==> config.mk <==
export PLATFORM = sky130hd
export DESIGN_NAME = mealy_pattern_detector
export DESIGN_NICKNAME = d
export VERILOG_FILES = /design/src/rtl/mealy_pattern_detector.sv
export SDC_FILE = /design/constraint.sdc
export NUM_CORES = 1
export LEC_CHECK = 0
export BUFFER_PORTS_ARGS = -buffer_cell sky130_fd_sc_hd__buf_2
export CAP_MARGIN = 0
export CELL_PAD_IN_SITES_DETAIL_PLACEMENT = 1
export CELL_PAD_IN_SITES_GLOBAL_PLACEMENT = 1
export CORE_MARGIN = 2
export CORE_UTILIZATION = 36
export DETAILED_ROUTE_END_ITERATION = 10
export PLACE_DENSITY = 0.8
export SETUP_SLACK_MARGIN = 0.5
export SLEW_MARGIN = 20
export SYNTH_ARGS = -nofsm -noshare
export SYNTH_HDL_FRONTEND = slang
export SYNTH_SLANG_ARGS = --single-unit
==> constraint.sdc <==
create_clock -name clk -period 1.7 [get_ports clk]
set_input_delay 0.255 -clock clk [delete_from_list [all_inputs] [get_ports clk]]
set_output_delay 0.255 -clock clk [all_outputs]
set_load 0.01 [all_outputs]
==> src/rtl/mealy_pattern_detector.sv <==
// Serial pattern detector: matches a runtime-loadable PAT_W-bit pattern, MSB first,
// on a valid-qualified bit stream with a same-cycle Mealy strobe and a saturating match counter.
module mealy_pattern_detector #(
  parameter int               PAT_W   = 3,
  parameter logic [PAT_W-1:0] PATTERN = 3'b101,
  parameter bit               OVERLAP = 1'b1,
  parameter int               CNT_W   = 8
) (
  input  logic             clk,
  input  logic             rst_n,
  input  logic             clr,
  input  logic             cfg_load,
  input  logic [PAT_W-1:0] cfg_pattern,
  input  logic             sin_valid,
  input  logic             sin,
  output logic             done,
  output logic             done_q,
  output logic [CNT_W-1:0] match_cnt
);

  localparam int               FILL_W   = $clog2(PAT_W);
  localparam logic [FILL_W-1:0] FILL_MAX = FILL_W'(PAT_W - 1);

  logic [PAT_W-1:0]  pat;
  logic [PAT_W-2:0]  hist;
  logic [FILL_W-1:0] fill;
  logic [PAT_W-1:0]  window;

  // Candidate pattern window: stored history with the incoming bit appended as LSB.
  assign window = {hist, sin};

  assign done = rst_n & sin_valid & ~clr & ~cfg_load
              & (fill == FILL_MAX) & (window == pat);

  always_ff @(posedge clk or negedge rst_n) begin
    if (!rst_n) begin
      pat       <= PATTERN;
      hist      <= '0;
      fill      <= '0;
      done_q    <= 1'b0;
      match_cnt <= '0;
    end else begin
      done_q <= done;
      if (clr) begin
        hist      <= '0;
        fill      <= '0;
        match_cnt <= '0;
      end else if (cfg_load) begin
        pat  <= cfg_pattern;
        hist <= '0;
        fill <= '0;
      end else if (sin_valid) begin
        // Non-overlapping mode restarts from scratch so the next match needs PAT_W fresh bits.
        if (done && !OVERLAP) begin
          hist <= '0;
          fill <= '0;
        end else begin
          hist <= window[PAT_W-2:0];
          if (fill != FILL_MAX) begin
            fill <= fill + 1'b1;
          end
        end
        if (done && (match_cnt != {CNT_W{1'b1}})) begin
          match_cnt <= match_cnt + 1'b1;
        end
      end
    end
  end

endmodule

; Word level (Yosys, flattened, before mapping)
; Cells that the tools add are included.
[word_totals]
inputBits = 9
word_cells = 38
out_inout_bits = 10
ff_bits = 16
[op_classes]
n_bitwise = 7
reduce_logical = 8
eq_ne = 5
muxes = 11
n_addsub = 2
[op_table]
columns = cell, count
row1 = 2-to-1 mux 8 bit, 4
row2 = 2-to-1 mux 2 bit, 7
row3 = adder 8 x 1 -> 8 bit (second input constant), 1
row4 = != test 8 bit (second input constant), 1
row5 = nonzero test 3 bit, 2
row6 = bitwise AND 1 bit, 5
row7 = != test 2 bit (second input constant), 2
row8 = AND reduction 2 bit, 2
row9 = nonzero test 2 bit, 2
row10 = equality test 3 bit, 1
row11 = AND reduction 3 bit, 1
row12 = adder 2 x 1 -> 2 bit (second input constant), 1
row13 = equality test 2 bit (second input constant), 1
row14 = NOT 1 bit, 2
row15 = logical AND 1 bit, 1

; Logic depth before layout (Yosys ltp)
; Gate-level depths: netlist of the first run.
[depth]
ltp_word = 10
ltp_mapped = 7
depth_no_buf = 6

; Worst setup path before layout of the first run
; Ideal clock, no wire load.
[synth_timing]
kind = reg2reg
start = reg pat[2]
end = reg match_cnt[3]
setup_ns = 0.128
path_buffers = 1
period_less_slack_ns = 1.694
stages_incl_launch_ff = 7
path_slack_ns = 0.006
t_required_ns = 1.572
arrival_time_ns = 1.566
path_cell_list = dfstp_2 xnor2_1 nand3_1 nor3_2 buf_4 nor3b_2 mux2_1
[synth_between]
elab_chain_len = 5
[synth_lines]
columns = item, line
row1 = "start, declared", 24  ; logic [PAT_W-1:0] pat;
row2 = "start signal, assigned", 49  ; pat <= cfg_pattern;
row3 = equality test 3 bit, 33  ; & (fill == FILL_MAX) & (window == pat);
row4 = bitwise AND 1 bit, 33
row5 = named net done, 16  ; output logic done,
row6 = logical AND 1 bit, 63  ; if (done && (match_cnt != {CNT_W{1'b1}})) begin
row7 = nonzero test 2 bit (no source line), -
row8 = AND reduction 3 bit (no source line), -
row9 = "end signal, assigned", 64  ; match_cnt <= match_cnt + 1'b1;
row10 = "end, declared", 18  ; output logic [CNT_W-1:0] match_cnt
; The timed path passes the listed nets, and every way through them passes these cells.
; A chain may end at the register's enable or synchronous reset.

; Final worst setup path of the first run
[layout_timing]
start = reg pat[0]
end = reg match_cnt[3]
[layout_between]
elab_chain_len = 5
[layout_lines]
columns = item, line
row1 = equality test 3 bit, 33
row2 = bitwise AND 1 bit, 33
row3 = logical AND 1 bit, 63
row4 = nonzero test 2 bit (no source line), -
row5 = AND reduction 3 bit (no source line), -
; No other way between the ends.

==> results of run 1 <==
[cells by family (layout without fill, tap and decap cells)]
family	count (synthesis)	in the layout	synth area share [%]
flops	16	16	48.1
buf+inv	3	38	1.94
compound gates	7	7	5.68
fa+ha+maj	2	2	2.99
simple gates	36	36	24.1
mux	10	10	13.0
xor+xnor	4	4	4.18
[synthesized netlist by cell type]
cell	n
nor2b_1	5
a311oi_1	2
xnor2_1	4
mux2i_1	3
inv_1	1
dfrtp_1	14
nand4_1	2
nor3b_2	1
buf_2	1
ha_1	2
mux2_1	2
nand3_1	6
buf_4	1
nand2_1	2
and2b_1	1
nor2_1	11
a21oi_1	2
mux2_2	5
or2_4	1
and3_1	2
a211oi_1	1
nor4b_1	1
nor3_2	1
nand2b_1	2
dfstp_2	2
a31oi_1	2
and2_1	1
[routing by layer]
layer / global-route usage (%) / wire length [µm]
met5: 0 / 0
met1: 22.0 / 927
met4: 5.13 / 13
met3: 3.43 / 77
met2: 32.1 / 1250
[registers in the layout, summed over array words and instances, names as in the netlist]
name	cells
fill	2
hist	2
pat	3
match_cnt	8
done_q	1
[cells in the final DEF (no fill, tap or decap), drive strengths merged, types with 2 or more instances in the layout]
cell type,n
mux2,7
nor2,11
mux2i,3
and3,2
dfstp,2
a311oi,2
nand2b,2
a31oi,2
dfrtp,14
ha,2
nand3,6
nand2,2
nand4,2
clkbuf,4
a21oi,2
buf,32
xnor2,4
nor2b,5
[worst register-to-register path: cells and delay by family (launching register included)]
| kind | cells | cell delay, ns |
|---|---|---|
| XOR/XNOR | 1 | 0.13 |
| buffers and inverters | 1 | 0.15 |
| flip-flops | 1 | 0.58 |
| multiplexers | 1 | 0.32 |
| AND/OR/NAND/NOR | 3 | 0.55 |
[per-stage QoR]
step / worst slack (ns) / power (mW) / hold slack, ns
2_1_floorplan: 0.0768 / 0.456 / -0.0406
3_3_place_gp: 0.0397 / 0.485 / 0.236
3_5_place_dp: -0.0421 / 0.491 / 0.245
4_1_cts: -0.0964 / 0.748 / 0.190
5_1_grt: -0.193 / 0.793 / 0.183
6_report: -0.137 / 0.749 / 0.199
[power by group]
part           total [mW]  switching [mW]  internal, mW
Combinational      0.0895          0.0436        0.0458
Sequential          0.412          0.0126         0.399
Clock               0.248           0.118         0.130
[layout make-up]
| type | instances | area (µm²) | area share (%) |
|---|---|---|---|
| sequential | 16 | 405 | 32.9 |
| timing repair buffer | 33 | 246 | 20.0 |
| multi-input combinational | 59 | 505 | 41.0 |
| clock buffer | 4 | 36.3 | 2.94 |
| tap | 28 | 35.0 | 2.84 |
| inverter | 1 | 3.75 | 0.305 |
[worst min path at each step]
stage / cells after the start / from / end
2_1_floorplan: 0 / rst_n / done_q
3_3_place_gp: 2 / rst_n / fill[1]
3_5_place_dp: 2 / rst_n / hist[1]
4_1_cts: 2 / cfg_pattern[1] / pat[1]
5_1_grt: 2 / cfg_pattern[1] / pat[1]
6_report: 2 / cfg_pattern[1] / pat[1]
[repair_timing]
item,4_1_cts,5_1_grt
endpoints found under the setup margin,11,16
buffers inserted,4,4
pin swaps,4,5
hold endpoints to repair,14,0
cloned,0,0
hold buffers,1,0
gates resized for setup,15,11
==> parameters.txt, run 1 <==
Parameter                              Value

Run status
  Status    complete, but fails checks
  Violated checks    setup timing

CTS
  Clock tree root buffer cell    clkbuf_4
  CTS clock-pin slew for the worst setup and hold paths    0.09 ns
  TritonCTS clock tree    done
  H-tree depth    1
  Number of sinks driven by the clock tree    16
  Number of buffers between clock root and the deepest sink    2
  Latest clock arrival within the worst-skew pair    0.28 ns
  Inserted Clock Buffers    3

Logic synthesis
  Yosys warns    0
  Flip-flop and latch count after synthesis    16
  Dominant cells by area after synthesis    dfrtp_1 42%, mux2_2 6.7%, dfstp_2 6.3%, nor2_1 4.9%, xnor2_1 4.2%
  Number of distinct library cell variants in the gate-level netlist after synthesis    27
  Number of standard cells after synthesis    between 70 and 80
  Syn nets    roughly 90
  Synthesized cell area    837 µm²
  Portion of the post-synthesis area used by sequential elements    48.1%
  Cell accounting for the most synthesized area    dfrtp_1
  Synthesized area per cell    approximately 11 µm²
  Area share of the leading cell type in the synthesized netlist    41.9%

Cells and area
  Ratio of cells with drive above 1 in the final layout    52.2%
  Antenna Cells    0
  Net count of the finished layout    125
  Number of filler instances in the final layout    254
  Post-layout instance count excluding filler cells    141
  Total non-filler cell area in the finished layout    1230 µm²
  Area growth from synthesis to layout    47.2%
  Layout Utilization    55.7%

Critical path
  Slowest stage delay, CP    just under 0.6 ns
  Crit. End Element    register
  Cells traversed along the worst timing path    xnor2_2 -> nand3_2 -> nor3_4 -> buf_4 -> nor3b_4 -> mux2_4
  Master of the slowest instance on the critical path    dfstp_2
  Reg2Reg Setup Slack    -0.14 ns
  Critical path buffers and inverters    1
  Endpoint of the most critical setup path    match_cnt[3]
  Worst-path maximum fanout    3
  Reg2Reg Launch Point    pat[0]
  WP depth    6
  Critical path required time    1.88 ns
  Kind of cell adding the most delay to the critical path    flip-flops
  Worst reg2reg path endpoint    match_cnt[3]
  Launching element of the worst setup path    pat[0]
  Cells on worst reg2reg path    6
  Startpoint types    register
  Worst path arrival time    2.01 ns
  Class of the most critical setup path    reg -> reg

STA
  Final slew viol count    0
  Setup slack of the critical path after layout    -0.137 ns
  Clock Skews    0.00178 ns
  Measured slew at the worst slew-check pin    0.352 ns
  Final setup violation count    8
  Unrepaired setup endpoints after global routing    true
  Time the final worst path needs with I/O delays and setup    1.84 ns
  Total negative setup slack    -0.748 ns
  Portion of the clock cycle consumed by the worst path in the final layout    108%
  Max frequency    0.544 GHz
  Normalized max-slew margin    approximately 76%
  Count of final hold-check violations    0

Pwr
  PD cells    608 nW/µm²
  Worst IR Drop VDD    ~350 µV
  Leakage component of the power    0.572 nW

Global routing
  Total overflow reported by the global router    0
  Antenna violations before repair    0
  Number of global-route vias before repair    a little over 700
  Pin count of the biggest net entering global routing    17
  GR Util All Layers    18.0%
  Wire length of the first global-routing pass    3.49 mm

Routing
  DR vias/cell    5.23
  Count of nets left with antenna violations after detail routing    0
  Average detailed-routed wire length per instance    16.1 µm
  Number of detailed-route iterations in the first pass    4
  Drt drc    0
  Starting DRC count in detailed routing    7
  Total number of vias    737
  Total detailed-routing wirelength    2.27 mm

Floorplanning
  Total die area    2730 µm²
  Overall die height    approximately 52 µm
  Std-Cell Core Area    2210 µm²
  Die X    approximately 52 µm
  Top-Level Pins    19
  FP Rows    17
  Effective utilization at floorplan    between 30% and 40%

Run
  Max_cap viols    0

Place
  Post-Place Cell Area    997 µm²
  Last weighted congestion value of the routability-driven placer    0.846
  Cells after DPL    128
  Count of input and output buffers    18

Worst hold path
  Worst hold path type    in -> reg
No activity file was read; power rests on OpenSTA's default activity.
==> run 2: changes to the inputs <==
--- a/config.mk
+++ b/config.mk
@@ -9,6 +9,7 @@
 export CAP_MARGIN = 0
 export CELL_PAD_IN_SITES_DETAIL_PLACEMENT = 1
 export CELL_PAD_IN_SITES_GLOBAL_PLACEMENT = 1
+export CORE_ASPECT_RATIO = 1.75
 export CORE_MARGIN = 2
 export CORE_UTILIZATION = 36
 export DETAILED_ROUTE_END_ITERATION = 10
==> parameters.txt, run 2 (same netlist as run 1, synthesis figures left out) <==
Parameter                              Value

STA
  Time the final worst path needs with I/O delays and setup    1.78 ns
  Final slew viol count    0
  Unrepaired setup endpoints after global routing    true
  Max frequency    0.562 GHz
  Final setup violation count    6
  Normalized max-slew margin    76.5%
  Count of final hold-check violations    0
  Total negative setup slack    -0.261 ns
  Portion of the clock cycle consumed by the worst path in the final layout    105%
  Measured slew at the worst slew-check pin    0.352 ns
  Setup slack of the critical path after layout    -0.0808 ns
  Clock Skews    0.00309 ns

Global routing
  Total overflow reported by the global router    0
  Number of global-route vias before repair    around 730
  Pin count of the biggest net entering global routing    17
  Met2 GRT Util    31.9%
  Most used routing layer    met2
  Met3 GRT Util    4.28%
  GR Util All Layers    18.4%
  Antenna violations before repair    0
  Global Route met1 Usage    between 10% and 20%
  Wire length of the first global-routing pass    approximately 3.3 mm

Critical path
  Worst path arrival time    between 1.5 and 2 ns
  Critical path required time    1.84 ns
  Worst reg2reg path endpoint    match_cnt[3]
  Reg2Reg Launch Point    pat[2]
  Crit. End Element    register
  Class of the most critical setup path    reg -> reg
  Worst-path maximum fanout    4
  Cells on worst reg2reg path    6
  Startpoint types    register
  Reg2Reg Setup Slack    -0.08 ns

CTS
  H-tree depth    1
  TritonCTS clock tree    done
  Inserted Clock Buffers    3
  Number of buffers between clock root and the deepest sink    2
  Clock tree root buffer cell    clkbuf_8
  Number of sinks driven by the clock tree    16
  Latest clock arrival within the worst-skew pair    0.25 ns
  CTS clock-pin slew for the worst setup and hold paths    0.06 ns

Place
  DP Wirelength    1.50 mm
  Cells after DPL    between 100 and 150
  Count of input and output buffers    18
  Last weighted congestion value of the routability-driven placer    ~0.86

Cells and area
  Area of the multi-input gates    490 µm²
  Most used cells in the layout excluding fill and tap cells    17 x buf_2, 12 x dfrtp_1, 11 x nor2_1, 7 x buf_6, 7 x buf_4
  Most common cell after layout, fill and taps aside    buf_2
  Biggest registers after layout    match_cnt (8), pat (3)
  Ratio of cells with drive above 1 in the final layout    50.0%
  Seq. cell area    405 µm²
  Antenna Cells    0
  Area growth from synthesis to layout    43.6%
  Post-layout instance count excluding filler cells    137
  Net count of the finished layout    around 120
  Top register by number of flip-flops    match_cnt
  Number of filler instances in the final layout    about 260
  Flip-flop count of the largest register, all copies and words added    8

Worst hold path
  Number of instances on the worst hold path    2
  Worst hold path type    in -> reg
  Start point of the worst hold path    cfg_pattern[2]
  Worst hold path endpoint    pat[2]

Floorplanning
  Die X    40.5 µm
  Effective utilization at floorplan    37.3%
  Top-Level Pins    19
  Total die area    2740 µm²
  FP Rows    23
  Std-Cell Core Area    2240 µm²
  Overall die height    67.8 µm

Pwr
  Tot Pwr    788 µW
  Leakage component of the power    0.561 nW
  Worst IR Drop VDD    581 µV
  PD cells    655 nW/µm²

Routing
  Total number of vias    724
  DR vias/cell    5.28
  Starting DRC count in detailed routing    7
  Total detailed-routing wirelength    between 2 and 2.5 mm
  Number of detailed-route iterations in the first pass    2
  Count of nets left with antenna violations after detail routing    0
  Average detailed-routed wire length per instance    16.3 µm
  Drt drc    0

Run status
  Violated checks    setup timing
  Status    complete, but fails checks

Run
  Max_cap viols    0
==> run 2: how the worst max path moves through the flow <==
| stage | startpoint | slack [ns] | cells past startpoint | end |
|---|---|---|---|---|
| global placement | pat[2] | -0.02 | 5 | match_cnt[1] |
| floorplan | pat[0] | 0.08 | 6 | match_cnt[3] |
| finish | pat[2] | -0.08 | 6 | match_cnt[3] |
| global route | pat[2] | -0.15 | 6 | match_cnt[3] |
| CTS | pat[2] | -0.14 | 6 | match_cnt[3] |
| detailed placement | pat[2] | -0.07 | 5 | match_cnt[1] |
==> run 2: power by group <==
part,switching (mW),internal [mW],total (mW)
Combinational,0.0401,0.0419,0.0820
Clock,0.129,0.166,0.295
Sequential,0.0106,0.400,0.410
==> run 2: timing repair <==
item / in CTS / in global routing
setup buffers: 3 / 5
gates cloned: 0 / 0
hold endpoints to repair: 14 / 0
pin swaps: 2 / 4
endpoints found under the setup margin: 10 / 13
resized for setup: 6 / 17
hold buffers: 1 / 0
==> run 2: per-stage QoR <==
stage | utilization [%] | instance area (µm²) | worst slack (ns) | hold slack [ns]
finish | 53.6 | 1200 | -0.0808 | 0.240
global route | 53.6 | 1200 | -0.149 | 0.234
CTS | 48.7 | 1090 | -0.141 | 0.237
detailed placement | 43.9 | 986 | -0.0740 | 0.232
global placement | 43.9 | 986 | -0.0161 | 0.234
floorplan | - | 840 | 0.0768 | -0.0406
==> run 2: area by class of cell <==
type | instances | share of cell area (%)
well taps | 25 | 2.60
multi-input cells | 59 | 40.8
flip-flops and latches | 16 | 33.7
clock buffers | 4 | 3.75
inverters | 1 | 0.312
repair buffers | 32 | 18.8
==> run 2: per-layer routing <==
layer / part of all wire [%] / vias up
met1: 34 / 358
met4: 3.3 / 0
met3: 2.5 / 7
li1: - / 345
met2: 60 / 14
met5: 0 / -
==> run 2: worst max-delay path: stages, from the launching register on <==
cell and delay (ns):
dfstp_2 0.55, xnor2_2 0.11, nand3_2 0.12, nor3_4 0.23, buf_6 0.15, nor3b_4 0.18, mux2_4 0.31
==> run 3: changes to the inputs <==
==> constraint.sdc (replaced) <==
create_clock -name clk -period 1.7 [get_ports clk]
set_input_delay 0.255 -clock clk [delete_from_list [all_inputs] [get_ports clk]]
set_output_delay 0.255 -clock clk [all_outputs]
set_load 0.1 [all_outputs]
==> parameters.txt, run 3 (same netlist as run 1, synthesis figures left out) <==
Parameter                              Value

Cells and area
  Top register by number of flip-flops    match_cnt
  Area of the multi-input gates    517 µm²
  Most common cell after layout, fill and taps aside    nor2_1
  Antenna Cells    0
  Net count of the finished layout    117
  Biggest registers after layout    match_cnt (8), pat (3)
  Flip-flop count of the largest register, all copies and words added    8
  Total non-filler cell area in the finished layout    1310 µm²
  Seq. cell area    approximately 430 µm²
  Most used cells in the layout excluding fill and tap cells    10 x nor2_1, 8 x buf_2, 7 x buf_12, 6 x dfrtp_1
  Number of filler instances in the final layout    between 200 and 250
  Area growth from synthesis to layout    56.4%
  Ratio of cells with drive above 1 in the final layout    58.1%

Critical path
  Master of the slowest instance on the critical path    dfstp_2
  Crit. End Element    output pin
  Kind of cell adding the most delay to the critical path    flip-flops
  Worst-path maximum fanout    2
  Critical path buffers and inverters    2
  Slowest stage delay, CP    0.55 ns
  Class of the most critical setup path    reg -> out
  Reg2Reg Setup Slack    -0.04 ns
  Worst path arrival time    1.52 ns
  Critical path required time    1.44 ns
  Startpoint types    register
  Cells traversed along the worst timing path    xnor2_2 -> nand3_2 -> nor3_4 -> buf_6 -> buf_12

Routing
  Count of nets left with antenna violations after detail routing    0
  Total number of vias    roughly 700
  Average detailed-routed wire length per instance    18.1 µm
  Starting DRC count in detailed routing    12
  Total detailed-routing wirelength    2.35 mm
  Drt drc    0
  DR vias/cell    5.40
  Number of detailed-route iterations in the first pass    2

CTS
  Number of sinks driven by the clock tree    16
  TritonCTS clock tree    done
  Number of buffers between clock root and the deepest sink    2
  CTS clock-pin slew for the worst setup and hold paths    around 0.07 ns
  Latest clock arrival within the worst-skew pair    0.25 ns
  Clock tree root buffer cell    clkbuf_8
  H-tree depth    1
  Inserted Clock Buffers    3

Floorplanning
  FP Rows    23
  Effective utilization at floorplan    37.3%
  Total die area    2740 µm²
  Die X    40.5 µm
  Top-Level Pins    19
  Overall die height    about 68 µm
  Std-Cell Core Area    2240 µm²

Run status
  Violated checks    setup timing
  Status    complete, but fails checks

STA
  Time the final worst path needs with I/O delays and setup    1.77 ns
  Portion of the clock cycle consumed by the worst path in the final layout    104%
  Count of final hold-check violations    0
  Final setup violation count    5
  Unrepaired setup endpoints after global routing    true
  Measured slew at the worst slew-check pin    0.364 ns
  Final slew viol count    0
  Setup slack of the critical path after layout    -0.0724 ns
  Max frequency    0.564 GHz
  Total negative setup slack    -0.133 ns
  Clock Skews    between 0.0006 and 0.0007 ns
  Normalized max-slew margin    75.4%

Global routing
  Wire length of the first global-routing pass    3.63 mm
  GR Util All Layers    20.1%
  Pin count of the biggest net entering global routing    17
  Number of global-route vias before repair    770
  Total overflow reported by the global router    0
  Antenna violations before repair    0

Pwr
  Fraction of power spent switching nets    23.4%
  Leakage component of the power    0.539 nW
  Share of power burned in registers    48.3%
  Worst IR Drop VDD    709 µV
  Clock share of power    between 40% and 50%
  Internal    653 µW
  Logic pwr share    about a tenth
  Total net switching power    200 µW
  PD cells    around 650 nW/µm²

Worst hold path
  Worst hold path type    in -> reg

Place
  Post-Place Cell Area    between 1000 and 1500 µm²
  Last weighted congestion value of the routability-driven placer    0.825
  Count of input and output buffers    18
  DP Wirelength    1.51 mm

Run
  Max_cap viols    0
## run 3: layer usage
metal	global-route usage (%)	up-vias	wire (µm)
li1	-	333	-
met2	36.1	11	1390
met1	22.1	354	880
met3	5.26	4	59
met4	5.00	0	25
met5	0	-	0
## run 3: worst register-to-register path: stages, from the launching register on
cell and delay (ns):
dfstp_2 0.55, xnor2_2 0.12, nand3_2 0.11, nor3_4 0.18
buf_4 0.17, nor3b_2 0.17, mux2_1 0.33
## run 3: worst paths after layout
check | start | endpoint | cells after the start
max | pat[0] | done | 5
min | cfg_pattern[1] | pat[1] | 2
max reg2reg | pat[0] | match_cnt[3] | 6
min reg2reg | fill[1] | fill[1] | 2
max in group asynchronous | rst_n | pat[2] | 3
min in group asynchronous | rst_n | hist[1] | 3
## run 3: power groups by stage
stage | Combinational, mW | Clock (mW) | Sequential, mW
floorplan | 0.0430 | 0 | 0.413
global placement | 0.0703 | 0 | 0.415
detailed placement | 0.0746 | 0 | 0.416
CTS | 0.0874 | 0.355 | 0.411
global route | 0.0997 | 0.369 | 0.413
finish | 0.0913 | 0.350 | 0.412
## run 3: cell type report
class | instances | area share (%)
clock buffers | 4 | 4.21
repair buffers | 25 | 21.1
multi-input cells | 59 | 39.5
inverters | 1 | 0.287
flip-flops and latches | 16 | 32.5
well taps | 25 | 2.39
## run 3: per-stage QoR
stage	cells	util (%)	power [mW]	setup WS (ns)	hold WS, ns
finish	130	58.3	0.853	-0.0724	0.233
global route	130	58.3	0.882	-0.116	0.233
CTS	130	56.5	0.853	-0.126	0.233
detailed placement	123	46.8	0.490	-0.00932	0.237
global placement	123	46.8	0.486	0.0758	0.235
floorplan	78	-	0.456	-0.0860	-0.0406
## run 3: timing repair
| action | 4_1_cts | 5_1_grt |
|---|---|---|
| hold buffers | 1 | 0 |
| pin swaps | 4 | 3 |
| hold endpoints to repair | 14 | 0 |
| endpoints found under the setup margin | 19 | 18 |
| buffers inserted | 2 | 0 |
| resized for setup | 35 | 9 |
